### src/rtl/scan_ctrl_pkg.sv
// Shared state encoding for the single-chain scan test sequencer.
package scan_ctrl_pkg;

  localparam int STATE_W = 3;

  typedef enum logic [STATE_W-1:0] {
    IDLE      = 3'd0,
    SHIFT_IN  = 3'd1,
    CAPTURE   = 3'd2,
    SHIFT_OUT = 3'd3,
    DONE      = 3'd4
  } scan_state_t;

endpackage

### src/rtl/scan_test_ctrl.sv
// Load/capture/unload sequencer for one scan chain; done 2*CHAIN_LEN+1 edges after the accept edge.
// start is only honoured in IDLE; requests while busy are dropped, never queued.
module scan_test_ctrl
  import scan_ctrl_pkg::*;
#(
  parameter int CHAIN_LEN = 8,
  parameter int CNT_W     = $clog2(CHAIN_LEN)
) (
  input  logic                 clk,
  input  logic                 reset,
  input  logic                 start,
  input  logic [CHAIN_LEN-1:0] pattern,
  input  logic [CHAIN_LEN-1:0] expected,
  input  logic                 chain_out,
  output logic                 scan_en,
  output logic                 scan_in,
  output logic                 busy,
  output logic                 done,
  output logic                 pass,
  output logic [CHAIN_LEN-1:0] captured
);

  localparam logic [CNT_W-1:0] LAST = CNT_W'(CHAIN_LEN - 1);

  scan_state_t          state_q, state_d;
  logic [CNT_W-1:0]     cnt_q, cnt_d;
  logic [CHAIN_LEN-1:0] pat_q, pat_d;
  logic [CHAIN_LEN-1:0] exp_q, exp_d;
  logic                 scan_en_d, scan_in_d, busy_d, done_d, pass_d;
  logic [CHAIN_LEN-1:0] captured_d;
  logic [CNT_W-1:0]     cnt_inc, nxt_idx, cur_idx;

  always_ff @(posedge clk or negedge reset) begin
    if (!reset) begin
      state_q  <= IDLE;
      cnt_q    <= '0;
      pat_q    <= '0;
      exp_q    <= '0;
      scan_en  <= 1'b0;
      scan_in  <= 1'b0;
      busy     <= 1'b0;
      done     <= 1'b0;
      pass     <= 1'b0;
      captured <= '0;
    end else begin
      state_q  <= state_d;
      cnt_q    <= cnt_d;
      pat_q    <= pat_d;
      exp_q    <= exp_d;
      scan_en  <= scan_en_d;
      scan_in  <= scan_in_d;
      busy     <= busy_d;
      done     <= done_d;
      pass     <= pass_d;
      captured <= captured_d;
    end
  end

  // Outputs are registered, so each branch computes what the next cycle drives.
  always_comb begin
    state_d    = state_q;
    cnt_d      = cnt_q;
    pat_d      = pat_q;
    exp_d      = exp_q;
    scan_en_d  = scan_en;
    scan_in_d  = scan_in;
    busy_d     = busy;
    done_d     = 1'b0;
    pass_d     = pass;
    captured_d = captured;
    cnt_inc    = cnt_q + 1'b1;
    nxt_idx    = LAST - cnt_inc;
    cur_idx    = LAST - cnt_q;

    unique case (state_q)
      IDLE: begin
        scan_en_d = 1'b0;
        scan_in_d = 1'b0;
        busy_d    = 1'b0;
        if (start) begin
          state_d    = SHIFT_IN;
          pat_d      = pattern;
          exp_d      = expected;
          cnt_d      = '0;
          scan_en_d  = 1'b1;
          scan_in_d  = pattern[CHAIN_LEN-1];
          busy_d     = 1'b1;
          pass_d     = 1'b0;
          captured_d = '0;
        end
      end

      SHIFT_IN: begin
        if (cnt_q == LAST) begin
          state_d   = CAPTURE;
          cnt_d     = '0;
          scan_en_d = 1'b0;
          scan_in_d = 1'b0;
        end else begin
          cnt_d     = cnt_inc;
          scan_in_d = pat_q[nxt_idx];
        end
      end

      CAPTURE: begin
        state_d   = SHIFT_OUT;
        cnt_d     = '0;
        scan_en_d = 1'b1;
        scan_in_d = 1'b0;
      end

      SHIFT_OUT: begin
        // chain_out is the tail q before this edge shifts, so it is the bit for cur_idx.
        captured_d[cur_idx] = chain_out;
        if (cnt_q == LAST) begin
          state_d = DONE;
          cnt_d   = '0;
          busy_d  = 1'b0;
          done_d  = 1'b1;
          pass_d  = (captured_d == exp_q);
        end else begin
          cnt_d = cnt_inc;
        end
      end

      DONE: begin
        // scan_en stays high through DONE; the chain is don't-care once unloaded.
        state_d   = IDLE;
        scan_en_d = 1'b0;
        scan_in_d = 1'b0;
        busy_d    = 1'b0;
      end

      default: begin
        state_d   = IDLE;
        cnt_d     = '0;
        scan_en_d = 1'b0;
        scan_in_d = 1'b0;
        busy_d    = 1'b0;
      end
    endcase
  end

endmodule

### config.mk
export PLATFORM = sky130hd
export DESIGN_NAME = scan_test_ctrl
export DESIGN_NICKNAME = d
export VERILOG_FILES = /design/src/rtl/scan_ctrl_pkg.sv /design/src/rtl/scan_test_ctrl.sv
export SDC_FILE = /design/constraint.sdc
export NUM_CORES = 1
export LEC_CHECK = 0
export CORE_ASPECT_RATIO = 0.5
export CORE_UTILIZATION = 59
export CTS_BUF_LIST = sky130_fd_sc_hd__clkbuf_4
export DETAILED_ROUTE_END_ITERATION = 8
export HOLD_SLACK_MARGIN = 0.1
export PLACE_DENSITY = 0.87
export SYNTH_ARGS = -nofsm -noshare
export SYNTH_HDL_FRONTEND = slang
export SYNTH_SLANG_ARGS = --single-unit
### constraint.sdc
create_clock -name clk -period 2.5 [get_ports clk]
set_input_delay 0.5 -clock clk [delete_from_list [all_inputs] [get_ports clk]]
set_output_delay 0.5 -clock clk [all_outputs]
set_load 0.05 [all_outputs]
# Word-level counts from Yosys, hierarchy flattened
# Cells that the tools add are included.
# W data, S select, Z words.
# word_totals
reg_bits	35
in_bits	20
output_inout_bits	13
# classes
n_addsub	3
order_cmp	3
n_eq_ne	9
n_mux	26
n_bitwise	3
reduce_logical	12
# ops
cell	n
$pmux W8 S2	1
$mux W3	5
$pmux W3 S4	1
$mux W1	10
$reduce_and A2 Y1	5
$pmux W3 S3	1
$bwmux W8	1
$eq A8 B8 Y1	1
$lt A3 B4 Y1 const B	2
$mux W8	1
$eq A3 B2 Y1 const B	2
$eq A3 B3 Y1 const B	2
$ne A2 B2 Y1 const B	3
$pmux W1 S3	2
$reduce_and A3 Y1	2
$sub A3 B3 Y3 const A	2
$pmux W1 S4	1
$reduce_or A2 Y1	2
$add A3 B1 Y3 const B	1
$bmux W1 S3	1
$demux W1 S3	1
$eq A3 B1 Y1 const B	1
$ge A3 B1 Y1 const B	1
$logic_not A3 Y1	1
4 further kinds	6

# Depth between registers and ports, before layout
# Gate-level depths: netlist of the first run.
# depth
word_depth	9
ltp_mapped	7
ltp_nobuf	6

# Least setup slack after synthesis of the first run
# No wires, ideal clock.
# synth_path
kind	register to register
from	register state_q[0]
to	register exp_q[7]
setup_ps	125
t_arrival_ps	1554
setup_slack_ps	821
path_stages_with_launch	5
n_path_buf	2
synth_period_minus_slack_ps	1679
path_cell_list	dfrtp_1 buf_2 nor4b_4 buf_6 mux2_2
# synth_via
elab_chain_len	2
# synth_rtl
item	line_no	source
start, declared	scan_test_ctrl.sv:25	scan_state_t state_q, state_d;
start signal, assigned	scan_test_ctrl.sv:46	state_q <= state_d;
$logic_not A3 Y1	scan_test_ctrl.sv:75	unique case (state_q)
$reduce_and A2 Y1 (no source line)	-	
end signal, assigned	scan_test_ctrl.sv:49	exp_q <= exp_d;
end, declared	scan_test_ctrl.sv:28	logic [CHAIN_LEN-1:0] exp_q, exp_d;
# Every way passes these cells.
# A chain may end at the register's enable or synchronous reset.

# Worst setup path after layout of the first run
# layout_path
from	register captured[2]
to	output port captured[2]
# layout_lines
item	line_no	source
start, declared	scan_test_ctrl.sv:20	output logic [CHAIN_LEN-1:0] captured
start signal, assigned	scan_test_ctrl.sv:55	captured <= captured_d;
# No word-level cell between the ends.

==> impl_metrics.tcl, run 1 <==
set metrics [dict create \
    antenna_found_initial 0 \
    place_inst 241 \
    numCtsBuffers 5 \
    drive_above_1_share 0.187 \
    fin_cells 249 \
    cp.buffers_inverters 1 \
    hold_path_depth 1 \
    crit_required_ns 2.00 \
    worstSetupStartpointType "flop" \
    antenna_cells 0 \
    postCtsSetupBuffers 0 \
    wl_per_cell_um 16.9 \
    synth_async_sr_flop_share 1.00 \
    first_iter_violations 156 \
    die_w_um 83.6 \
    max_slew.worst_pin.slew_ns 0.717 \
    hp-class "flop to flop" \
    viasPerCell 6.05 \
    finalMaxSlewViolations 0 \
    synth_top_cells_by_area "dfrtp_1 (45%), mux2_2 (8.6%), o21ai_0 (4.6%)" \
    cts-resized-gates 0 \
    ys_seq_area_frac 0.446 \
    std_cell_rows 14 \
    overflow 0 \
    grt_max_degree 36 \
    finClkSkew_ns 0.0164 \
    drv_cap 0 \
    clock_latency_ns 0.35 \
    syn_to_final_growth_pct 19.9 \
    grt_pass1_vias 1464 \
    synth_area_um2 1970 \
    avgSynthCellArea_um2 11.2 \
    yosys.area.top_type "dfrtp_1" \
    drt_first_pass_iters 4 \
    cts_tree "built" \
    fin_crit_ns 2.08 \
    yosysTopAreaCellShare 0.446 \
    wl_met3_um 311 \
    hold_viol 0 \
    place.gp.congestion 0.949 \
    io_pins 33 \
    ir_drop_mv 0.903 \
    grt_usage 0.272 \
    vias 1506 \
    cp_top_family "buffers and inverters" \
    syn_inst 175 \
    grt_pass1_wl_um 7380 \
    fin_nets 230 \
    cts_root_buf "clkbuf_4" \
    fin_setup_tns_ns 0 \
    ys_types 49 \
    ys.warnings.count 0 \
    cp_slowest_stage_delay_ns 0.82 \
    die_area_um2 3580 \
    core_area_um2 3080 \
    path_class "flop to primary output" \
    ant_nets 0 \
    status "completed" \
    synth-seq-cells 35 \
    start_util 0.638 \
    m1WireLength_um 1990 \
    hpwl_um 3050 \
    io_buffers 32 \
    cpMaxStageDelayCell "clkdlybuf4s50_1" \
    die_h_um 42.8 \
    max_freq_mhz 480 \
    reg2reg_depth 5 \
    crit_chain "clkdlybuf4s50_1" \
    synth_ff_type "dfrtp_1" \
    slew_headroom 0.522 \
    synth-edff-count 0 \
    route.met2.wl_um 1870 \
    cts_num_sinks 35 \
    clk_path_buf_depth 2 \
    finalSetupViolCount 0 \
    fin_crit_sh 0.834 \
    p_per_area_nw_per_um2 1270 \
    critical_path.max_fanout 4 \
    clkTransAtPathRegs_ns 0.12 \
    top_layer "met4" \
    p_leak_nw 1.01 \
    synth.net_count 197 \
    rsz0062_at_grt "false" \
    crit_cells 1 \
    drc 0 \
    endpoint_kind "primary output" \
    cts-htree-levels 2 \
    ctsHoldBuffers 0 \
    drt_wl_total_um 4210 \
    cp.arrival_ns 1.58 \
]
## state kept, by name, indices dropped and copies added, names as in the netlist
register and flops:
pass 1, scan_en 1, state_q 3, exp_q 8, captured 8, done 1
scan_in 1, cnt_q 3, pat_q 8, busy 1
## power by group
| group | total, mW | internal [mW] | switching (mW) |
|---|---|---|---|
| clock | 0.304 | 0.105 | 0.199 |
| combinational | 1.55 | 0.741 | 0.805 |
| sequential | 1.14 | 0.808 | 0.336 |
| total | 2.99 | 1.65 | 1.34 |
## worst paths after layout
check | startpoint | end | slack (ns)
setup / recovery | captured[2] | captured[2] | 0.42
hold / removal | pat_q[4] | pat_q[4] | 0.52
setup reg to reg | cnt_q[2] | pass | 0.43
hold reg to reg | pat_q[4] | pat_q[4] | 0.52
max in group asynchronous | reset | exp_q[6] | 1.63
min in group asynchronous | reset | pat_q[3] | 0.54
## through the flow
stage	area [um2]	setup slack [ns]	hold WS (ns)	utilization	power (mW)
detailed placement	2300	0.338	0.493	0.748	2.69
finish	2360	0.416	0.517	0.765	2.99
CTS	2360	0.412	0.519	0.765	2.99
global placement	2300	0.415	0.482	0.748	2.62
floorplan	1970	0.821	0.204	-	2.29
global route	2360	0.314	0.537	0.765	3.19
## per-layer routing
metal / vias up / global-route usage
li1: 712 / -
met1: 730 / 0.395
met2: 58 / 0.413
met3: 6 / 0.0681
met4: 0 / 0.0644
met5: - / 0
## synthesized netlist by cell type (3+ instances only)
library cell   n
nor2_1         4
dfrtp_1       35
and3_1         4
a21oi_1        5
clkbuf_1       3
mux2i_1        3
o21ai_0       18
a22o_1         4
nor3b_1        9
mux2_2        15
inv_1          6
xnor2_1        4
nand2_1       11
buf_6          4
nand3_1        6
## cells in the final DEF (no fill, tap or decap), types with 2 or more instances in the layout
master           synthesis  final
and3b_1                  2      2
clkinv_2                 0      3
a211oi_1                 2      2
a21oi_1                  5      5
ha_1                     2      2
dfrtp_1                 35     35
inv_1                    6      6
xor2_1                   2      2
nor2b_1                  2      2
nor2_1                   4      4
mux4_1                   2      2
o21ai_0                 18     18
nor3_1                   2      2
clkbuf_4                 0      5
buf_4                    1      3
nand3_1                  6      6
clkdlybuf4s50_1          0     32
nor4bb_1                 2      2
a22o_1                   4      4
xnor2_1                  4      4
or3b_2                   2      2
mux2i_1                  3      3
nor3b_1                  9      9
nand2_1                 11     11
mux2_2                  15     15
and3_1                   4      4
## kinds of logic (layout without fill, tap and decap cells)
group | after synthesis | count (layout) | share of synthesized area
fa+ha+maj | 2 | 2 | 0.0127
flops | 35 | 35 | 0.446
compound gates | 39 | 39 | 0.135
xor+xnor | 6 | 6 | 0.0267
buf+inv | 17 | 51 | 0.0509
simple gates | 56 | 56 | 0.201
mux | 20 | 20 | 0.128
## final cells by class
| class | count | area, um2 |
|---|---|---|
| fill | 214 | 726 |
| tap | 40 | 50.0 |
| clock buffer | 5 | 37.5 |
| clock inverter | 3 | 15.0 |
| inverter | 7 | 26.3 |
| multi-input combinational | 123 | 990 |
| sequential | 35 | 876 |
| timing repair buffer | 36 | 363 |
Power figures use the tool's default switching activity.
==> inputs of run 2 (changes only) <==
--- a/config.mk
+++ b/config.mk
@@ -6,11 +6,11 @@
 export NUM_CORES = 1
 export LEC_CHECK = 0
 export CORE_ASPECT_RATIO = 0.5
-export CORE_UTILIZATION = 59
+export CORE_UTILIZATION = 55
 export CTS_BUF_LIST = sky130_fd_sc_hd__clkbuf_4
 export DETAILED_ROUTE_END_ITERATION = 8
 export HOLD_SLACK_MARGIN = 0.1
-export PLACE_DENSITY = 0.87
+export PLACE_DENSITY = 0.82
 export SYNTH_ARGS = -nofsm -noshare
 export SYNTH_HDL_FRONTEND = slang
 export SYNTH_SLANG_ARGS = --single-unit
==> constraint.sdc (replaced) <==
create_clock -name clk -period 2.1 [get_ports clk]
set_input_delay 0.42 -clock clk [delete_from_list [all_inputs] [get_ports clk]]
set_output_delay 0.42 -clock clk [all_outputs]
set_load 0.05 [all_outputs]
==> run 2 against run 1 <==
Sequential power grew 18%. Clock skew shrank 0.0073 ns. Combinational power grew 21%. Hold slack lost 0.030 ns. Critical path type unchanged. Highest routed layer unchanged. Global-route usage shrank 2.3 points. Routed wire length shrank 1.9%. Flip-flop and latch count is the same. Clock power grew 24%. Clock-buffer cell count grew 2. Critical path depth is the same. Non-clock buffer count grew 4.
==> impl_metrics.tcl, run 2 (synthesized netlist as in run 1, its figures left out) <==
set metrics [dict create \
    status "completed" \
    hold_viol 0 \
    crit_required_ns 1.68 \
    wl_per_cell_um 15.8 \
    clock_latency_ns 0.33 \
    place_ws_ns 0.155 \
    finalMaxSlewViolations 0 \
    cp.arrival_ns 1.59 \
    core_area_um2 3190 \
    cp_top_family "buffers and inverters" \
    numCtsBuffers 5 \
    viasPerCell 5.82 \
    hpwl_um 2980 \
    place_inst 253 \
    cts_tree "built" \
    p_leak_nw 1.02 \
    max_freq_mhz 498 \
    p_per_area_nw_per_um2 1500 \
    crit_chain "clkdlybuf4s50_1" \
    fin_crit_ns 2.01 \
    most-common-layout-cells "dfrtp_1 (33), clkdlybuf4s50_1 (32), o21ai_0 (18), mux2_2 (15), nand2_1 (11)" \
    drive_above_1_share 0.211 \
    holdWs_ns 0.487 \
    grt_max_degree 36 \
    cts_num_sinks 35 \
    finalSetupViolCount 0 \
    antenna_cells 0 \
    cp_slowest_stage_delay_ns 0.82 \
    drt_first_pass_iters 4 \
    reg_top3 "captured (8), exp_q (8), pat_q (8)" \
    slew_headroom 0.657 \
    rsz0062_at_grt "false" \
    vias 1519 \
    start_util 0.617 \
    die_h_um 44.3 \
    max_slew.worst_pin.slew_ns 0.515 \
    antenna_found_initial 0 \
    crit_cells 1 \
    syn_to_final_growth_pct 22.3 \
    cpMaxStageDelayCell "clkdlybuf4s50_1" \
    clkTransAtPathRegs_ns 0.11 \
    cts_root_buf "clkbuf_4" \
    overflow 0 \
    std_cell_rows 14 \
    grt_pass1_wl_um 6970 \
    cts-htree-levels 2 \
    setup_ws_ns 0.0909 \
    worstSetupStartpointType "flop" \
    critical_path.max_fanout 4 \
    io_buffers 32 \
    endpoint_kind "primary output" \
    grt_usage 0.249 \
    path_class "flop to primary output" \
    first_iter_violations 138 \
    fin_cells 261 \
    fin_nets 234 \
    place.gp.congestion 0.821 \
    clk_path_buf_depth 2 \
    reg2reg_depth 5 \
    fin_crit_sh 0.957 \
    fin_total_pwr_mw 3.61 \
    ant_nets 0 \
    n_fill_cell 239 \
    drt_wl_total_um 4130 \
    grt_pass1_vias 1470 \
    ir_drop_mv 0.675 \
    mostFrequentLayoutCell "dfrtp_1" \
    fin_setup_tns_ns 0 \
    die_w_um 86.5 \
    hp-class "input port to async pin" \
    die_area_um2 3830 \
    cp.buffers_inverters 1 \
    drv_cap 0 \
    io_pins 33 \
    finClkSkew_ns 0.00905 \
    drc 0 \
]
run 2: cell types whose count changed in the layout (fill, tap and decap cells not counted):
cell / previous run / this run
dfrtp_1: 35 / 33
clkinv_2: 3 / 1
dfrtp_2: 0 / 2
buf_4: 3 / 7
clkbuf_4: 5 / 7
run 2: worst paths after layout:
check                             from     endpoint  slack, ns
min reg2reg                   pat_q[1]     pat_q[1]       0.51
max                        captured[6]  captured[6]       0.09
min in group clk              pat_q[1]     pat_q[1]       0.51
min                              reset     exp_q[0]       0.49
max reg2reg                   cnt_q[1]         pass       0.21
max in group asynchronous        reset     cnt_q[0]       1.27
run 2: repair_timing:
| action | CTS | global route |
|---|---|---|
| resized for setup | 0 | 2 |
| endpoints found under the setup margin | 0 | 1 |
| hold buffers | 0 | 0 |
| buffers inserted | 0 | 0 |
run 2: final cells by class:
cell class | count | area, um2 | area share
clock buffers | 7 | 52.6 | 0.0219
clock inverters | 1 | 5.00 | 0.00208
inverters | 7 | 26.3 | 0.0109
multi-input cells | 123 | 990 | 0.412
flip-flops and latches | 35 | 878 | 0.365
well taps | 48 | 60.1 | 0.0250
repair buffers | 40 | 393 | 0.163
run 2: layer usage:
metal	GRT usage	vias to the layer above	wire length (um)
met1	0.353	735	2090
met4	0.0933	0	78
met5	0	-	0
met3	0.0709	10	250
li1	-	720	-
met2	0.370	54	1710
run 2: metrics by stage:
step           area (um2)  utilization
3_5_place_dp         2340        0.735
5_1_grt              2400        0.754
4_1_cts              2400        0.754
3_3_place_gp         2340        0.735
2_1_floorplan        1970            -
6_report             2400        0.754
run 2: power by group:
group          internal, mW  switching (mW)
combinational         0.906           0.975
sequential            0.966           0.382
clock                 0.156           0.219
